**src/rtl/inv_lift53.sv**
```systemverilog
// Inverse 5/3 lifting, one (low, high) coefficient pair per cycle, with symmetric row edges.
// Define INV_LIFT53_SAT_EN to saturate the outputs; otherwise they wrap to W bits.
module inv_lift53 #(
   parameter int W      = 16,
   parameter int NPAIRS = 16
) (
   input  logic         clk,
   input  logic         rst_n,
   input  logic         in_valid,
   output logic         in_ready,
   input  logic [W-1:0] s_in,
   input  logic [W-1:0] d_in,
   output logic         out_valid,
   input  logic         out_ready,
   output logic [W-1:0] out_even,
   output logic [W-1:0] out_odd,
   output logic         out_last
);
   localparam int AW = W + 3;
   localparam int CW = $clog2(NPAIRS);
   localparam logic [CW-1:0] LASTC = CW'(NPAIRS - 1);
   localparam logic signed [AW-1:0] TWO = AW'(2);

   typedef enum logic [1:0] {IDLE, HOLD, FLUSH} state_t;

   state_t                state;
   logic [CW-1:0]         cnt;
   logic signed [AW-1:0]  e_q;
   logic [W-1:0]          d_q;

   logic signed [AW-1:0]  s_x, d_x, dq_x, dp_x, sum_d, e_n, sum_e, o_n, o_last;
   logic                  slot_free, acc;

   assign s_x  = {{3{s_in[W-1]}}, s_in};
   assign d_x  = {{3{d_in[W-1]}}, d_in};
   assign dq_x = {{3{d_q[W-1]}}, d_q};
   // Pair 0 has no left neighbour, so d[-1] mirrors to d[0].
   assign dp_x   = (state == HOLD) ? dq_x : d_x;
   assign sum_d  = dp_x + d_x + TWO;
   assign e_n    = s_x - (sum_d >>> 2);
   assign sum_e  = e_q + e_n;
   assign o_n    = dq_x + (sum_e >>> 1);
   // Right edge: e[N] = e[N-1], so floor((e+e)/2) collapses to e.
   assign o_last = dq_x + e_q;

   assign slot_free = !out_valid || out_ready;
   assign in_ready  = (state == IDLE) || ((state == HOLD) && slot_free);
   assign acc       = in_valid && in_ready;

`ifdef INV_LIFT53_SAT_EN
   localparam logic signed [AW-1:0] VMAX = AW'((2 ** (W - 1)) - 1);
   localparam logic signed [AW-1:0] VMIN = AW'(-(2 ** (W - 1)));
   function automatic logic [W-1:0] fit(input logic signed [AW-1:0] v);
      if (v > VMAX) return VMAX[W-1:0];
      if (v < VMIN) return VMIN[W-1:0];
      return v[W-1:0];
   endfunction
`else
   function automatic logic [W-1:0] fit(input logic signed [AW-1:0] v);
      return v[W-1:0];
   endfunction
`endif

   always_ff @(posedge clk or negedge rst_n) begin
      if (!rst_n) begin
         state     <= IDLE;
         cnt       <= '0;
         e_q       <= '0;
         d_q       <= '0;
         out_valid <= 1'b0;
         out_last  <= 1'b0;
         out_even  <= '0;
         out_odd   <= '0;
      end else begin
         if (out_valid && out_ready) begin
            out_valid <= 1'b0;
            out_last  <= 1'b0;
         end
         case (state)
            IDLE: if (acc) begin
               e_q   <= e_n;
               d_q   <= d_in;
               cnt   <= CW'(1);
               state <= HOLD;
            end
            HOLD: if (acc) begin
               out_even  <= fit(e_q);
               out_odd   <= fit(o_n);
               out_valid <= 1'b1;
               out_last  <= 1'b0;
               e_q       <= e_n;
               d_q       <= d_in;
               cnt       <= cnt + 1'b1;
               if (cnt == LASTC) state <= FLUSH;
            end
            FLUSH: if (slot_free) begin
               out_even  <= fit(e_q);
               out_odd   <= fit(o_last);
               out_valid <= 1'b1;
               out_last  <= 1'b1;
               cnt       <= '0;
               state     <= IDLE;
            end
            default: state <= IDLE;
         endcase
      end
   end
endmodule

```
**config.mk**
```make
export PLATFORM = sky130hd
export DESIGN_NAME = inv_lift53
export DESIGN_NICKNAME = d
export VERILOG_FILES = /design/src/rtl/inv_lift53.sv
export SDC_FILE = /design/constraint.sdc
export NUM_CORES = 1
export LEC_CHECK = 0
export ABC_AREA = 0
export CAP_MARGIN = 10
export CORE_ASPECT_RATIO = 0.75
export CORE_MARGIN = 4
export CORE_UTILIZATION = 61
export CTS_BUF_LIST = sky130_fd_sc_hd__clkbuf_16
export CTS_CLUSTER_SIZE = 25
export DETAILED_ROUTE_END_ITERATION = 6
export HOLD_SLACK_MARGIN = 0.03
export PLACE_DENSITY_LB_ADDON = 0.05
export SYNTH_ARGS = -nofsm -noshare
export SYNTH_HDL_FRONTEND = slang
export SYNTH_SLANG_ARGS = --single-unit
export TNS_END_PERCENT = 1
```
**constraint.sdc**
```tcl
create_clock -name clk -period 15.05 [get_ports clk]
set_clock_uncertainty 0.2 [all_clocks]
set_input_delay 2.2575 -clock clk [delete_from_list [all_inputs] [get_ports clk]]
set_output_delay 2.2575 -clock clk [all_outputs]
set_load 0.005 [all_outputs]
```
==> run summary, run 1 <==
The run finished with clean final reports. The tools report the post-detailed-route DRC marker count as 0. For this run, the number of standard cells in the final layout without fillers is 904.

In this run, distinct cell masters in the synthesized netlist total 60. The run gives 698 as the cell count after synthesis. The worst pin sits at a relative slew slack of 29.59%. The worst path needs 9.630 ns of the cycle, external delays included. After clock tree synthesis, the repair step resized 0 gates. The largest net degree at the start of global routing is 74, and the routability congestion estimate is 0.8990.

The cell sitting at the root of the clock tree is a sky130_fd_sc_hd__clkbuf_16. In this run the critical register-to-register path is captured at out_odd[15]$_DFFE_PN0P_. The initial utilization of the core area, before any placement, comes to 63.26%.

The overall die width is 124.3 µm, and the placeable core region is 9774 µm². Setup repair after global routing left no endpoint under its margin. The post-detailed-route wirelength per cell was 17.59 µm. TritonCTS built the clock tree. The count of buffers added on input and output ports is 70. The fraction of layout cells with a size suffix above 1 was 9.197%; the synthesis-stage register bit count was 73. The full die area was 11830 µm².

On the worst path, the slowest cell contributes a delay of 0.47 ns. The via count of the first global-routing pass is 5263. The layout overhead on the synthesized area is 18.31%. The worst hold path cell count came out at 2.

Grouping stages by cell kind, the critical path spends the most delay in compound AO/OA/AOI/OAI gates. The run gives 3 as the H-tree depth reported by CTS. The detailed router finished its first iteration with 339 violations. The highest net fanout along the worst path was 5. In this run the worst setup path begins at d_in[2]. The summed negative setup slack over all endpoints was 0 ns.

The tools report the final-report hold violation count as 0. The tool flagged a number of max-cap violations equal to 0. The tree built by TritonCTS fans out to 73 sinks. Counting along the longest clock path gives a buffer depth of 2.

The reg-to-reg critical path startpoint was state[1]$_DFFE_PN0P_. The mean number of vias per cell was 5.991; the critical path required time was 15.08 ns. The detail route stage leaves a number of antenna-violating nets equal to 0.

The overall overflow remaining after global route was 0. Clock tree synthesis inserted a total of 9 buffers. The number of buffers inserted for hold repair after clock tree synthesis was 0.

The startpoint identified for the worst hold timing path is out_odd[2]$_DFFE_PN0P_. After detailed placement, the total cell area comes to 7015 µm². Yosys printed 0 warnings. The number of nets handed over by synthesis was 823.

Sequential elements use 29.54% of the synthesized area. The element type at the critical path end is a flip-flop. The clock transition at the registers of the reported paths was 0.06 ns; the final HPWL from detailed placement was 12220 µm. The vias after detailed routing came out at 5416.

For this block, the routed nets add up to 15900 µm of wire. The number of antenna violations at the first check in global routing was 0; the measured slew at the worst slew-check pin was 1.056 ns. The depth of the worst register-to-register path was 35. During I/O placement, the number of pins put on the boundary was 71. The number of rows created at floorplan is 31.

The tools report the maximum frequency from static timing analysis as 0.1038 GHz. Counting flops with an async set or reset pin after synthesis yields a share of 100.0%. After detailed placement, the design holds a cell count of 888. The worst setup path is launched from an input pin.

The clock reaches the later pin of the worst-skew pair after 0.34 ns. The arrival time of the worst setup path was 9.66 ns; the length of the first detailed-routing pass in iterations was 5. For the global-route usage over all layers, the log shows 27.09%.

The repair_antennas step left the layout with diodes totalling 0. The most repeated library cell on the critical path was sky130_fd_sc_hd__a21oi_1. The wire length of the first global-routing pass was 25560 µm; the die boundary height was 95.20 µm. Type of the most critical hold path: flip-flop to flip-flop. The logs give 74.85% for the share of the core filled with cells and 0 for the max-slew violation count. At the end of the flow, the number of nets in the layout was 892.

The critical path is of the input pin to flip-flop type. Share of the clock period used by the worst path after layout: 63.99%. For hold timing, the worst endpoint is out_odd[2]$_DFFE_PN0P_. The count of buffering cells on the critical path with inverters included is 1, and the area of all placed cells without fillers is 7316 µm².

The setup violation total in the final timing report is 0, and the number of setup buffers added after CTS is 0. The run gives 6183 µm² as the netlist area before placement. Counting flops with a built-in enable in the synthesized netlist gives 0. For the slack of the worst reg-to-reg path, the log shows 6.23 ns. For this design, the slowest cell found on the critical path is sky130_fd_sc_hd__fa_1.

In the synthesized netlist the dominant register cell turns out to be sky130_fd_sc_hd__dfrtp_1. The mean instance size in the synthesized netlist is 8.859 µm².
-- worst reg2reg max path, delay by kind of cell, from the launching register on --
family,cells,cell delay (ns)
AO/OA/AOI/OAI,16,3.45
XOR/XNOR,4,0.61
adder cells (fa/ha/maj),6,2.51
buffers and inverters,1,0.12
flip-flops,1,0.41
multiplexers,1,0.43
AND/OR/NAND/NOR,7,1.00
-- logic make-up (layout without fill, tap and decap cells) --
| logic type | after synthesis | after routing | synth area share, % |
|---|---|---|---|
| fa+ha+maj | 89 | 89 | 18.49 |
| simple gates | 219 | 219 | 15.40 |
| buf+inv | 44 | 118 | 2.691 |
| xor+xnor | 52 | 52 | 7.365 |
| compound gates | 178 | 178 | 18.72 |
| mux | 43 | 43 | 7.790 |
| flops | 73 | 73 | 29.54 |
-- cells in the mapped netlist, drive strengths merged, types with 4 or more instances --
| cell | number | area share, % |
|---|---|---|
| nand2 | 130 | 7.9 |
| ha | 85 | 17 |
| dfrtp | 73 | 30 |
| o21ai | 57 | 4.6 |
| a21oi | 42 | 3.4 |
| mux2 | 41 | 7.5 |
| nor2 | 32 | 1.9 |
| inv | 28 | 1.7 |
| xnor2 | 28 | 4.0 |
| xor2 | 24 | 3.4 |
| a21o | 17 | 2.1 |
| nor3 | 15 | 1.2 |
| clkbuf | 13 | 0.79 |
| o21a | 12 | 1.5 |
| nand2b | 8 | 0.81 |
| nand3 | 7 | 0.57 |
| a31oi | 6 | 0.61 |
| and3 | 6 | 0.61 |
| nor2b | 6 | 0.61 |
| o21bai | 5 | 0.61 |
| a211o | 4 | 0.57 |
| a211oi | 4 | 0.57 |
| fa | 4 | 1.3 |
| o31ai | 4 | 0.57 |
-- layout by cell type, fill, tap and decap left out, types with 3 or more instances in the layout --
master | Yosys | final
sky130_fd_sc_hd__a211o_1 | 4 | 4
sky130_fd_sc_hd__a31oi_1 | 6 | 6
sky130_fd_sc_hd__nor2_1 | 32 | 32
sky130_fd_sc_hd__nand2b_1 | 8 | 8
sky130_fd_sc_hd__mux2_2 | 41 | 41
sky130_fd_sc_hd__nand2_1 | 130 | 130
sky130_fd_sc_hd__o21ai_0 | 44 | 44
sky130_fd_sc_hd__fa_1 | 4 | 4
sky130_fd_sc_hd__xnor2_1 | 28 | 28
sky130_fd_sc_hd__nand3_1 | 7 | 7
sky130_fd_sc_hd__or3_1 | 3 | 3
sky130_fd_sc_hd__nor2b_1 | 6 | 6
sky130_fd_sc_hd__a21o_1 | 17 | 17
sky130_fd_sc_hd__o21bai_1 | 5 | 5
sky130_fd_sc_hd__inv_1 | 27 | 27
sky130_fd_sc_hd__a21oi_1 | 42 | 42
sky130_fd_sc_hd__xor2_1 | 24 | 24
sky130_fd_sc_hd__clkdlybuf4s50_1 | 0 | 69
sky130_fd_sc_hd__o31ai_1 | 3 | 3
sky130_fd_sc_hd__inv_6 | 0 | 3
sky130_fd_sc_hd__o21a_1 | 12 | 12
sky130_fd_sc_hd__nand4_1 | 3 | 3
sky130_fd_sc_hd__a211oi_1 | 3 | 3
sky130_fd_sc_hd__ha_1 | 85 | 85
sky130_fd_sc_hd__a221o_1 | 3 | 3
sky130_fd_sc_hd__nor3_1 | 15 | 15
sky130_fd_sc_hd__and3_1 | 6 | 6
sky130_fd_sc_hd__buf_4 | 0 | 5
sky130_fd_sc_hd__dfrtp_1 | 73 | 73
sky130_fd_sc_hd__o21ai_1 | 13 | 13
sky130_fd_sc_hd__clkbuf_16 | 0 | 9
-- layout make-up --
class / count / area [µm²]
Inverter: 28 / 105.1
Sequential cell: 73 / 1827
Fill cell: 727 / 2459
Clock inverter: 7 / 75.07
Multi-Input combinational cell: 581 / 4190
Clock buffer: 9 / 225.2
Timing Repair Buffer: 74 / 728.2
Tap cell: 132 / 165.2
-- how the worst max path moves through the flow --
stage	end	slack, ns	depth (start not counted)
2_1_floorplan	out_odd[15]$_DFFE_PN0P_	6.07	33
3_3_place_gp	out_odd[15]$_DFFE_PN0P_	5.21	34
3_5_place_dp	out_odd[15]$_DFFE_PN0P_	5.09	34
4_1_cts	out_odd[15]$_DFFE_PN0P_	5.45	34
5_1_grt	out_odd[15]$_DFFE_PN0P_	4.96	34
6_report	out_odd[15]$_DFFE_PN0P_	5.42	34
-- metal layers --
metal | track usage (%) | routed length [µm] | vias up
met5 | 0 | 0 | -
met4 | 8.577 | 238 | 0
met3 | 5.263 | 1132 | 26
met2 | 43.97 | 7214 | 192
met1 | 37.02 | 7317 | 2568
li1 | - | - | 2630
-- metrics by stage --
step / hold WS [ns] / setup WS, ns
floorplan: 0.2687 / 6.073
global placement: 0.2620 / 5.211
detailed placement: 0.2689 / 5.092
CTS: 0.2824 / 5.447
global route: 0.3075 / 4.957
finish: 0.2774 / 5.420
-- sequential cells by signal (all words and copies together) (netlist names) --
register and count:
out_even 16, out_odd 16, out_last 1, out_valid 1, d_q 16, state 2, cnt 4, e_q 17
Power of run 1 is left out: the tool's default activity adds up to more than one toggle a clock period on the data nets, which glitch-free logic cannot reach.
==> inputs of run 2 (changes only) <==
Settings changed: CORE_UTILIZATION 61 to 58.
Clock period 15.05 ns to 9 ns, I/O delays scaled along.
==> run 2 against run 1 <==
Against the previous run:
- wire length down 4.4%
- via count down 1.9%
- worst hold slack better by 0.0033 ns
- cell area up 0.53%
- critical path depth unchanged
- worst setup slack worse by 5.0 ns
- sequential share of layout area down 0.13 points
- critical path type unchanged
- flip-flop and latch count unchanged
- count of clock-buffer cells in the layout unchanged
- die area up 4.8%
==> run summary, run 2 (synthesis gave the netlist of run 1 again) <==
The flow ran to the end, and the final reports show no timing, DRC or antenna violations. The latest clock arrival within the worst-skew pair is 0.34 ns (about the same), and the overall overflow remaining after global route is 0 (unchanged). The tools report the residual antenna-violating net count after detailed routing as 0 (unchanged). The run gives 7355 µm² (+0.53%) as the area of all placed cells without fillers. The count of input and output buffers works out to 70 (unchanged). The post-layout net count was 897 (+0.56%); the fraction of layout cells with a size suffix above 1 was 10.42% (+1.2 points).

The final HPWL from detailed placement is 11850 µm (-3.0%), and the share of the clock period used by the worst path after layout is 95.46%. The global-route usage over all layers was 25.41% (-1.7 points). For the max-slew violation count, the log shows 0 (unchanged). The overall die width was 127.2 µm (+2.4%). The vias after detailed routing is 5315 (-1.9%), and the setup violation total in the final timing report is 0 (unchanged). The total detailed-routing wirelength is 15200 µm (-4.4%), and the placeable core region is 10330 µm² (+5.7%). The run gives 3 (unchanged) as the H-tree depth reported by CTS. The run gives 74 (unchanged) as the largest net degree at the start of global routing. The critical path starts at d_in[2].

The tools report the routability congestion estimate as 0.9443 (+5.0%). The number of rows created at floorplan is 32 (+3.2%), and the die boundary height is 97.42 µm (+2.3%). The antenna diode instance count was 0 (unchanged); the count of buffering cells on the critical path with inverters included was 1 (unchanged). For the initial standard-cell utilization of the core, the log shows 59.86% (-3.4 points). The filler cell count in the final layout was 793 (+9.1%).

The worst setup path is launched from an input pin. The length of the first detailed-routing pass in iterations came out at 5 (unchanged). The tools report the worst-case setup slack after placement as -0.1062 ns (-5.199 ns). The register with the most flip-flops in the final layout is e_q. The run gives 913 (+1.0%) as the non-filler instance count after layout. The number of max-cap violations came out at 0 (unchanged). The largest incremental delay on the critical path works out to 0.45 ns (-0.02 ns).

Grouping stages by cell kind, the critical path spends the most delay in compound AO/OA/AOI/OAI gates. For the summed negative setup slack over all endpoints, the log shows 0 ns (unchanged). The arrival time of the worst setup path is 8.61 ns (-1.05 ns).

Post-detailed-route wirelength per cell: 16.65 µm (-5.3%). The measured slew at the worst slew-check pin works out to 1.102 ns (+0.04550 ns). Post-detailed-route DRC marker count: 0 (unchanged).

The worst setup path is captured at a flip-flop. Mean number of vias per cell: 5.821 (-2.8%). The wire length of the first global-routing pass was 25250 µm (-1.2%). The most numerous cell type found on the critical path is sky130_fd_sc_hd__ha_1.

Setup repair after global routing left no endpoint under its margin. The number of buffers inserted during clock tree synthesis came out at 9 (unchanged). The critical path is of the input pin to flip-flop type. The top cell types in the final layout, fill and taps aside, are sky130_fd_sc_hd__nand2_1 (130), sky130_fd_sc_hd__ha_1 (85), sky130_fd_sc_hd__dfrtp_1 (73).

The tools report the number of violations reported at the end of detailed-routing iteration 0 as 393 (+16%). Origin of the worst min-delay path: out_odd[10]$_DFFE_PN0P_. The final-report hold violation count came out at 0 (unchanged). For this run, the top clock speed supported by timing is 0.1164 GHz. Highest net fanout along the worst path: 5 (unchanged). The critical path required time was 9.02 ns (-6.06 ns); the full die area was 12390 µm² (+4.8%).

The number of flip-flops in the largest register works out to 17 (unchanged). TritonCTS built the clock tree. The total placed instance area is 7043 µm² (+0.39%). The tree is rooted in a sky130_fd_sc_hd__clkbuf_16.

The worst-path cell with the longest stage delay is sky130_fd_sc_hd__clkdlybuf4s50_1. Count of boundary I/O pins: 71 (unchanged). The number of antenna violations at the first check in global routing was 0 (unchanged); the relative max-transition margin was 26.48% (-3.1 points). Type of the most critical hold path: flip-flop to flip-flop. The run gives 0.4086 ns (-5.011 ns) as the worst setup slack after layout.

The library cell used most frequently in the layout, excluding fill and tap cells, is sky130_fd_sc_hd__nand2_1. The tools report the maximum buffer depth of the clock tree as 2 (unchanged). The via count of the first global-routing pass came out at 5178 (-1.6%).

The reg-to-reg critical path startpoint was state[1]$_DFFE_PN0P_. The tools report the cell total after placement as 895 (+0.79%). The area growth from synthesis to layout is 18.94%. The clock transition at the registers of the reported paths is 0.07 ns (about the same), and the number of sinks on the clock net is 73 (unchanged).

The worst path in the final design needs a cycle of 8.591 ns, including I/O delays and setup.
-- run 2: routing by layer --
layer	vias to the layer above	share of wire, %	GRT usage [%]
met5	-	0	0
met4	0	1.6	5.688
met3	25	7.0	4.451
met2	166	44	39.51
met1	2477	48	37.03
li1	2647	-	-
-- run 2: repair_timing --
action,4_1_cts,5_1_grt
endpoints found under the setup margin,0,1
hold buffers,0,0
buffers inserted,0,2
resized for setup,0,6
-- run 2: stage by stage --
| step | hold WS, ns | utilization, % |
|---|---|---|
| 6_report | 0.2807 | 71.20 |
| 5_1_grt | 0.3103 | 71.20 |
| 4_1_cts | 0.2845 | 70.81 |
| 3_5_place_dp | 0.2704 | 68.18 |
| 3_3_place_gp | 0.2619 | 68.18 |
| 2_1_floorplan | 0.2687 | - |
-- run 2: worst reg2reg max path: cells and delay by family (launching register included) --
kind | cells | cell delay, ns
AOI/OAI and AO/OA | 14 | 2.86
xor gates and xnor gates | 4 | 0.65
adders and majority gates | 6 | 1.90
buffers and inverters | 2 | 0.43
DFF | 1 | 0.40
muxes | 1 | 0.37
and+or+nand+nor | 8 | 1.18
-- run 2: path summary, 6_finish.rpt --
check	end	slack [ns]	cells past startpoint
worst max-delay path	out_odd[15]$_DFFE_PN0P_	0.41	34
worst min-delay path	out_odd[10]$_DFFE_PN0P_	0.28	2
worst min register to register	out_odd[10]$_DFFE_PN0P_	0.28	2
min in group asynchronous	out_even[10]$_DFFE_PN0P_	0.95	1
worst max register to register	out_odd[15]$_DFFE_PN0P_	0.93	35
max in group asynchronous	d_q[10]$_DFFE_PN0P_	6.99	1
-- run 2: final cells by class --
cell class | count | area, µm² | area share [%]
Inverter | 28 | 105.1 | 1.429
Tap cell | 136 | 170.2 | 2.314
Sequential cell | 73 | 1827 | 24.84
Multi-Input combinational cell | 581 | 4215 | 57.32
Clock inverter | 7 | 46.29 | 0.6295
Clock buffer | 9 | 225.2 | 3.062
Timing Repair Buffer | 79 | 765.7 | 10.41
Power of run 2 is left out for the same reason.
==> inputs of run 3 (changes only) <==
Settings changed: GPL_ROUTABILITY_DRIVEN set to 0.
==> run 3 against run 2 <==
Against the previous run:
- flip-flop and latch count did not move
- critical path depth did not move
- sequential share of layout area fell by 0.27 points
- cell count rose by 0.22%
- worst setup slack improved by 0.042 ns
- critical path type unchanged
- highest routed layer unchanged
==> run summary, run 3 (synthesis gave the netlist of run 1 again) <==
The measured slew at the worst slew-check pin is 1.091 ns (-0.01093 ns), and the post-detailed-route DRC marker count is 0 (unchanged). The element type at the critical path end is a flip-flop. The final HPWL from detailed placement was 11760 µm (-0.78%).

The worst setup path is of the input pin to flip-flop kind. The residual antenna-violating net count after detailed routing is 0 (unchanged), and the worst setup slack after layout is 0.4510 ns (+0.04248 ns). The largest incremental delay on the critical path is 0.46 ns (about the same), and the initial standard-cell utilization of the core is 59.86% (unchanged). The tools report the worst hold slack after final layout as 0.2808 ns (+0.00004700 ns). The arrival time of the worst setup path is 8.57 ns (-0.04 ns), and the vias after detailed routing is 5429 (+2.1%). For the worst-case setup slack after placement, the log shows -0.04400 ns (+0.06216 ns). The number of buffers inserted during clock tree synthesis is 9 (unchanged), and the number of antenna violations at the first check in global routing is 0 (unchanged).

Maximum frequency from static timing analysis: 0.1170 GHz (+0.50%). The number of flip-flops in the largest register was 17 (unchanged); the number of rows created at floorplan was 32 (unchanged). The overall die width was 127.2 µm (unchanged). For the max-slew violation count, the log shows 0 (unchanged). The tools report the number of max-cap violations as 0 (unchanged).

The count of input and output buffers is 70 (unchanged). Number of buffers inserted for hold repair after clock tree synthesis: 0 (unchanged). The share of the clock period used by the worst path after layout is 94.99% (-0.47 points), and the post-layout net count is 899 (+0.22%). The flow ran to the end, and the final reports show no timing, DRC or antenna violations. The total detailed-routing wirelength is 15670 µm (+3.1%), and the placeable core region is 10330 µm² (unchanged).

The die boundary height is 97.42 µm (unchanged), and the relative max-transition margin is 27.21% (+0.73 points). The number of violations reported at the end of detailed-routing iteration 0 was 325 (-17%). The critical path required time was 9.02 ns (about the same).

The filler cell count in the final layout was 766 (-3.4%); the clock transition at the registers of the reported paths was 0.06 ns (about the same). The full die area was 12390 µm² (unchanged); the fraction of layout cells with a size suffix above 1 was 10.40% (-0.027 points). The kind of cell with the highest combined delay on the critical path is compound AO/OA/AOI/OAI gates.

Ranked by flip-flop count, first place goes to e_q. Setup repair after global routing left no endpoint under its margin. The via count of the first global-routing pass was 5240 (+1.2%). For the area of the multi-input gates, the log shows 4209 µm² (-0.15%). The H-tree depth reported by CTS is 3 (unchanged). On the critical path, the stage with the largest delay is an instance of sky130_fd_sc_hd__fa_1.

The sequential cell area was 1827 µm² (unchanged); the total placed instance area was 7043 µm² (unchanged). The post-detailed-route wirelength per cell is 17.12 µm (+2.8%). Highest net fanout along the worst path: 5 (unchanged). The count of boundary I/O pins was 71 (unchanged); the overall overflow remaining after global route was 0 (unchanged). The final-report hold violation count is 0 (unchanged), and the slack of the worst reg-to-reg path is 0.94 ns (about the same).

Kind of start point of the critical path: an input pin. The run gives 0 (unchanged) as the setup violation total in the final timing report. Mean number of vias per cell: 5.933 (+1.9%).

The tightest min-delay check is of the flip-flop to flip-flop type. The run gives 0 (unchanged) as the antenna diode instance count. Master cell of the clock root buffer: sky130_fd_sc_hd__clkbuf_16. For the number of sinks on the clock net, the log shows 73 (unchanged). The count of buffering cells on the critical path with inverters included was 1 (unchanged); the global-route usage over all layers was 25.49% (+0.076 points). The run gives 74 (unchanged) as the largest net degree at the start of global routing. The tools report the maximum buffer depth of the clock tree as 2 (unchanged). The most frequent standard cell in the layout excluding fill and tap cells was sky130_fd_sc_hd__nand2_1. The run gives 7436 µm² (+1.1%) as the area of all placed cells without fillers. TritonCTS built the clock tree. The layout overhead on the synthesized area works out to 20.25%. The library cells used most frequently in the layout, excluding fill and tap cells, are sky130_fd_sc_hd__nand2_1 (130), sky130_fd_sc_hd__ha_1 (85), sky130_fd_sc_hd__dfrtp_1 (73). The summed negative setup slack over all endpoints is 0 ns (unchanged), and the final critical delay including setup and external delays is 8.549 ns (-0.04248 ns).

Length of the first detailed-routing pass in iterations: 5 (unchanged). The tools report the latest clock arrival within the worst-skew pair as 0.34 ns (about the same). The tools report the wire length of the first global-routing pass as 25500 µm (+0.98%).
==> run 3: cell count changes in the layout (fill, tap and decap cells not counted), sizes merged <==
cell / change
clkinvlp: -1
inv: -1
bufinv: +3
clkinv: -1
buf: +2
==> run 3: area by class of cell <==
class | count | area share (%)
multi-input cells | 581 | 56.60
clock inverters | 7 | 1.599
repair buffers | 81 | 10.50
inverters | 28 | 1.413
flip-flops and latches | 73 | 24.57
well taps | 136 | 2.288
clock buffers | 9 | 3.029
==> run 3: path summary, 6_finish.rpt <==
path	from	end	depth (start not counted)
worst max-delay path	d_in[2]	out_odd[15]$_DFFE_PN0P_	34
worst min-delay path	out_odd[2]$_DFFE_PN0P_	out_odd[2]$_DFFE_PN0P_	2
worst max register to register	state[1]$_DFFE_PN0P_	out_odd[15]$_DFFE_PN0P_	34
worst min register to register	out_odd[2]$_DFFE_PN0P_	out_odd[2]$_DFFE_PN0P_	2
max in group asynchronous	rst_n	out_even[9]$_DFFE_PN0P_	1
min in group asynchronous	rst_n	e_q[8]$_DFFE_PN0P_	1
==> run 3: layer usage <==
| metal | GRT usage [%] | vias up | share of wire [%] |
|---|---|---|---|
| li1 | - | 2647 | - |
| met1 | 36.67 | 2537 | 46 |
| met2 | 39.47 | 212 | 45 |
| met3 | 4.341 | 33 | 7.0 |
| met4 | 7.337 | 0 | 1.9 |
| met5 | 0 | - | 0 |
==> run 3: metrics by stage <==
step           std cells  utilization [%]
2_1_floorplan        698                -
3_3_place_gp         895            68.18
3_5_place_dp         895            68.18
4_1_cts              911            71.51
5_1_grt              915            71.98
6_report             915            71.98
==> run 3: what timing repair did <==
| item | CTS | global route |
|---|---|---|
| resized for setup | 0 | 4 |
| buffers inserted | 0 | 4 |
| endpoints found under the setup margin | 0 | 1 |
==> run 3: worst reg2reg max path: cells and delay by family, from the launching register on <==
family / cells / cell delay [ns]
adders and majority gates: 6 / 1.97
xor gates and xnor gates: 4 / 0.77
DFF: 1 / 0.41
AOI/OAI and AO/OA: 16 / 3.20
muxes: 1 / 0.37
buffers and inverters: 2 / 0.43
and+or+nand+nor: 5 / 0.60
Power of run 3 is left out for the same reason.
